**config.mk**
```make
export PLATFORM = sky130hd
export DESIGN_NAME = manchester_decoder
export DESIGN_NICKNAME = d
export VERILOG_FILES = /design/src/rtl/manchester_decoder.sv
export SDC_FILE = /design/constraint.sdc
export NUM_CORES = 1
export LEC_CHECK = 0
export ABC_AREA = 1
export ABC_CLOCK_PERIOD_IN_PS = 2100
export BUFFER_PORTS_ARGS = -buffer_cell sky130_fd_sc_hd__buf_2
export CORE_ASPECT_RATIO = 0.75
export CORE_MARGIN = 1
export CORE_UTILIZATION = 35
export DETAILED_ROUTE_END_ITERATION = 7
export PLACE_DENSITY = 0.59
export SYNTH_ARGS = -nofsm -noshare
export SYNTH_HDL_FRONTEND = slang
export SYNTH_SLANG_ARGS = --single-unit
```
**constraint.sdc**
```tcl
create_clock -name clk -period 2.1 [get_ports clk]
set_input_delay 0.315 -clock clk [delete_from_list [all_inputs] [get_ports clk]]
set_output_delay 0.315 -clock clk [all_outputs]
set_load 0.005 [all_outputs]
```
**src/rtl/manchester_decoder.sv**
```systemverilog
// Manchester (IEEE 802.3 polarity) byte receiver: start bit '1' plus 8 data bits MSB first on an
// idle-low line. Bit timing re-locks on every accepted mid-bit transition.
module manchester_decoder #(
   parameter int unsigned HALF_BIT = 4
) (
   input  logic       clk,
   input  logic       rst_n,
   input  logic       enable,
   input  logic       line_in,
   output logic [7:0] data_out,
   output logic       data_valid,
   output logic       frame_err,
   output logic       busy
);

   localparam int unsigned CNT_W = $clog2(5 * HALF_BIT / 2 + 1);

   // cnt = (clk cycles since the line_in mid-bit transition) - 1 once the FSM has seen the edge.
   // Sampling one cycle past the nominal bit boundary keeps the sample inside the first half of
   // the next bit for mid-bit edges anywhere from HALF_BIT/2 early to HALF_BIT/2 late.
   localparam logic [CNT_W-1:0] SAMPLE_AT = CNT_W'(HALF_BIT);
   localparam logic [CNT_W-1:0] WIN_LO    = CNT_W'(3 * HALF_BIT / 2 - 1);
   localparam logic [CNT_W-1:0] TIMEOUT   = CNT_W'(5 * HALF_BIT / 2 - 1);
   localparam logic [CNT_W-1:0] GAP_LEN   = CNT_W'(2 * HALF_BIT - 1);
   localparam logic [CNT_W-1:0] CNT_MAX   = '1;

   typedef enum logic [1:0] {
      StGap,
      StIdle,
      StSample,
      StEdge
   } state_t;

   state_t           r_state;
   logic             r_sync;
   logic             r_line_s;
   logic             r_line_d;
   logic [CNT_W-1:0] r_cnt;
   logic [2:0]       r_idx;
   logic             r_bit;
   logic [7:0]       r_shift;
   logic [7:0]       r_data;
   logic             r_valid;
   logic             r_err;
   logic             r_busy;

   logic             w_edge;
   logic [CNT_W-1:0] w_cnt_inc;

   assign w_edge    = r_line_s ^ r_line_d;
   assign w_cnt_inc = (r_cnt == CNT_MAX) ? r_cnt : r_cnt + CNT_W'(1);

   always_ff @(posedge clk or negedge rst_n) begin
      if (!rst_n) begin
         r_sync   <= 1'b0;
         r_line_s <= 1'b0;
         r_line_d <= 1'b0;
      end else begin
         r_sync   <= line_in;
         r_line_s <= r_sync;
         r_line_d <= r_line_s;
      end
   end

   always_ff @(posedge clk or negedge rst_n) begin
      if (!rst_n) begin
         r_state <= StGap;
         r_cnt   <= '0;
         r_idx   <= 3'd0;
         r_bit   <= 1'b0;
         r_shift <= 8'h00;
         r_data  <= 8'h00;
         r_valid <= 1'b0;
         r_err   <= 1'b0;
         r_busy  <= 1'b0;
      end else begin
         r_valid <= 1'b0;
         r_err   <= 1'b0;
         r_cnt   <= w_cnt_inc;
         if (!enable) begin
            r_state <= StIdle;
            r_busy  <= 1'b0;
            r_cnt   <= '0;
         end else begin
            case (r_state)
               StGap: begin
                  if (r_line_s) begin
                     r_cnt <= '0;
                  end else if (r_cnt == GAP_LEN) begin
                     r_state <= StIdle;
                     r_cnt   <= '0;
                  end
               end
               StIdle: begin
                  if (w_edge && r_line_s) begin
                     r_state <= StSample;
                     r_cnt   <= '0;
                     r_idx   <= 3'd0;
                     r_busy  <= 1'b1;
                  end
               end
               StSample: begin
                  if (r_cnt == SAMPLE_AT) begin
                     r_bit   <= ~r_line_s;
                     r_shift <= {r_shift[6:0], ~r_line_s};
                     r_state <= StEdge;
                  end
               end
               StEdge: begin
                  if (w_edge && (r_cnt >= WIN_LO)) begin
                     r_cnt <= '0;
                     if (r_line_s != r_bit) begin
                        r_err   <= 1'b1;
                        r_busy  <= 1'b0;
                        r_state <= StGap;
                     end else if (r_idx == 3'd7) begin
                        r_data  <= r_shift;
                        r_valid <= 1'b1;
                        r_busy  <= 1'b0;
                        r_state <= StGap;
                     end else begin
                        r_idx   <= r_idx + 3'd1;
                        r_state <= StSample;
                     end
                  end else if (r_cnt >= TIMEOUT) begin
                     r_cnt   <= '0;
                     r_err   <= 1'b1;
                     r_busy  <= 1'b0;
                     r_state <= StGap;
                  end
               end
               default: begin
                  r_state <= StGap;
                  r_cnt   <= '0;
                  r_busy  <= 1'b0;
               end
            endcase
         end
      end
   end

   assign data_out   = r_data;
   assign data_valid = r_valid;
   assign frame_err  = r_err;
   assign busy       = r_busy;

endmodule

```
==> impl_results.md <==
* Outcome: finished, final reports clean
* Top-area cell type share of the netlist area at about half
* PortBufs at 14
* Initial antenna violation count at 0
* Ys async rst share at 100%
* Worst VDD drop at roughly 0.33 mV
* Yosys cell types at 31
* Vias in the first global route at 1000
* Maximum root-to-sink buffer count at 2
* Setup Fix Bufs, Post-CTS at 0
* Commonest non-fill, non-tap cell in the layout: nand2_1
* Worst skew pair latency at 0.28 ns
* Residual DRC at 0
* Mapped Area at 0.00155 mm^2
* Crit Path Max Fanout at 16
* Max transition margin at 53.8%
* H-tree levels at 2
* Synth Net Count at between 150 and 200
* Final non-filler cell area at 0.00178 mm^2
* Predominant post-synthesis flop cell: dfrtp_1
* WP data required at 2.26 ns
* Mapped Cells at ~180
* Tot GR Track Use at 13.9%
* Most frequent cells in the layout: nand2_1 (45), dfrtp_1 (31), inv_1 (21), buf_2 (14)
* Remaining antenna violation count at 0
* Largest net degree at the start of global routing at 32
* Clock Sink Count at 31
* Synthesis-to-layout area growth at 14.5%
* Ports at 15
* Initial Utilization at 37.3%
* RSZ-0062 raised after global routing: false
* Crit-path cells: inv_1 -> ha_1 -> nand2_1 -> nand2_1 -> a21oi_2 -> nand2_2 -> nand2_1 -> o21ai_2
* GP Congestion at 0.897
* CP Capture Type: flop
* Sequential-to-total area share from yosys stat at 50.0%
* Drt total wl at 2810 um
* Cell class contributing the biggest share of worst-path delay: simple AND/OR/NAND/NOR gates
* Global-route wire length before repair at 4750 um
* Fin. max-slew vios at 0
* Die H at 59.7 um
* Post-cts sizing count at 0
* Die W at between 70 and 80 um
* Nets@finish at 203
* Crit path buf inv count at 1
* Vias at 1155
* WL/cell at 11.3 um
* Gr ovfl total at 0
* # hold bufs at CTS at 0
* Critical path type: flop to flop
* Core ar. at about 0.0042 mm^2
* N_diodes at 0
* Filler cell count in the final layout at ~420
* Final period util at 79.9%
* Synth warnings at 0
* Cell taking the most area after synthesis: dfrtp_1
* Critical-path top delay cell: dfrtp_1
* Setup violators final at 0
* Clock Pin Slew Worst Setup and Hold Paths at 0.07 ns
* TNS Setup at 0 ns
* Worst R2R Start: r_cnt[0]
* DR vias/cell at 4.64
* Post-synth EDFFs at 0
* CP most frequent cell: nand2_1
* Area of the multi-input gates at roughly 650 um^2
* Clk Tree Root Cell: clkbuf_8
* Reg2reg path depth at 8
* Fin crit period at 1.68 ns
* Reg-to-reg setup timing slack at 0.42 ns
* Sequential cell area at 776 um^2
* Worst EP arrival at 1.84 ns
* CTS tree: done
* Die area at 0.00471 mm^2
* Leak pwr at 0.904 nW
* FMAX at 596 MHz
* Placed Area at around 0.0017 mm^2
* Num CTS Buffers at 5
* Dominant cells by area after synthesis: dfrtp_1 (50%), nand2_1 (11%), inv_1 (5.1%)
* R2r endpoint: data_out[4]
* Worst slew pin tran at ~0.7 ns
* CP Launch Point: r_cnt[0]
* Post-synthesis sequential element count at 31
* First-iteration detailed-routing DRC count at 88
* CP peak stage delay at 0.44 ns
* Share of layout cells above drive strength 1 at around a quarter
* P per Cell Area at 987 mW/mm^2
* Final core utilization at 42.8%
* Worst setup SP type: flop
* Hold Crit Class: input port to asynchronous set/reset pin
* Clock Skews at around 0.009 ns
* HPWL Detailed at 2040 um
* Endpoints failing hold at 0
* DR pass1 iterations at 4
* Maxcap violations at 0
* Core Rows at 20
* Syn Area/Cell at roughly 9 um^2
-- metrics by stage --
stage / setup slack [ns] / hold slack (ns) / cells / total power, W
finish: 0.422 / 0.0754 / 249 / 0.00175
CTS: 0.412 / 0.102 / 249 / 0.00178
global placement: 0.508 / 0.334 / 241 / 0.00116
floorplan: 0.658 / 0.0194 / 176 / 0.00107
detailed placement: 0.421 / 0.345 / 241 / 0.00116
global route: 0.287 / 0.131 / 249 / 0.00188
-- per-layer routing --
metal  share of wire, %  wire length (um)  global-route usage, %  vias up
met5                  0                 0                      0        -
met4                1.0                29                   7.79        0
met3                5.4               152                   4.12        4
met2                 39              1090                   18.4       26
met1                 55              1540                   20.1      530
li1                   -                 -                      -      595
-- how the worst max path moves through the flow --
stage	end	cells after the start
global placement	data_out[7]	9
CTS	data_out[4]	8
finish	data_out[4]	8
detailed placement	data_out[4]	8
global route	data_out[2]	8
floorplan	data_out[5]	9
-- registers in the layout, summed over array words and instances (netlist names), 2 cells and up --
register and flops:
r_cnt 4, r_shift 8, data_out 8, r_state 2
r_idx 3
-- worst reg2reg max path, stage by stage, from the launching register on --
cell and delay, ns:
dfrtp_1 0.44, inv_1 0.06, ha_1 0.21, nand2_1 0.09, nand2_1 0.08, a21oi_2 0.20
nand2_2 0.26, nand2_1 0.16, o21ai_2 0.06
-- cell families (layout without fill, tap and decap cells) --
kind of cell	count (synthesis)	count (layout)	synth area share, %
buffers and inverters	30	48	8.31
adders and majority gates	6	6	4.84
and+or+nand+nor	80	80	23.9
xor gates and xnor gates	1	1	0.565
DFF	31	31	50.0
AOI/OAI and AO/OA	27	27	11.8
muxes	1	1	0.645
-- report_power, final --
group	internal, W	switching (W)
Combinational	0.000154	0.000256
Sequential	0.000661	0.0000801
Clock	0.000383	0.000220
-- cells in the mapped netlist, types with 2 or more instances --
master	instances
nor3_1	3
nand3_1	6
o21ai_1	12
nand2_2	5
inv_1	21
o21ai_2	7
buf_4	2
ha_1	6
nand3_2	2
inv_2	5
nand2_1	45
dfrtp_1	31
nor2_1	12
a21oi_1	2
-- layout make-up --
cell class	count	share of cell area (%)
Clock buffer	6	4.65
Timing Repair Buffer	14	3.94
Sequential cell	31	43.7
Clock inverter	2	1.97
Inverter	26	5.49
Multi-Input combinational cell	115	36.4
Tap cell	55	3.87
Power figures use the tool's default switching activity.
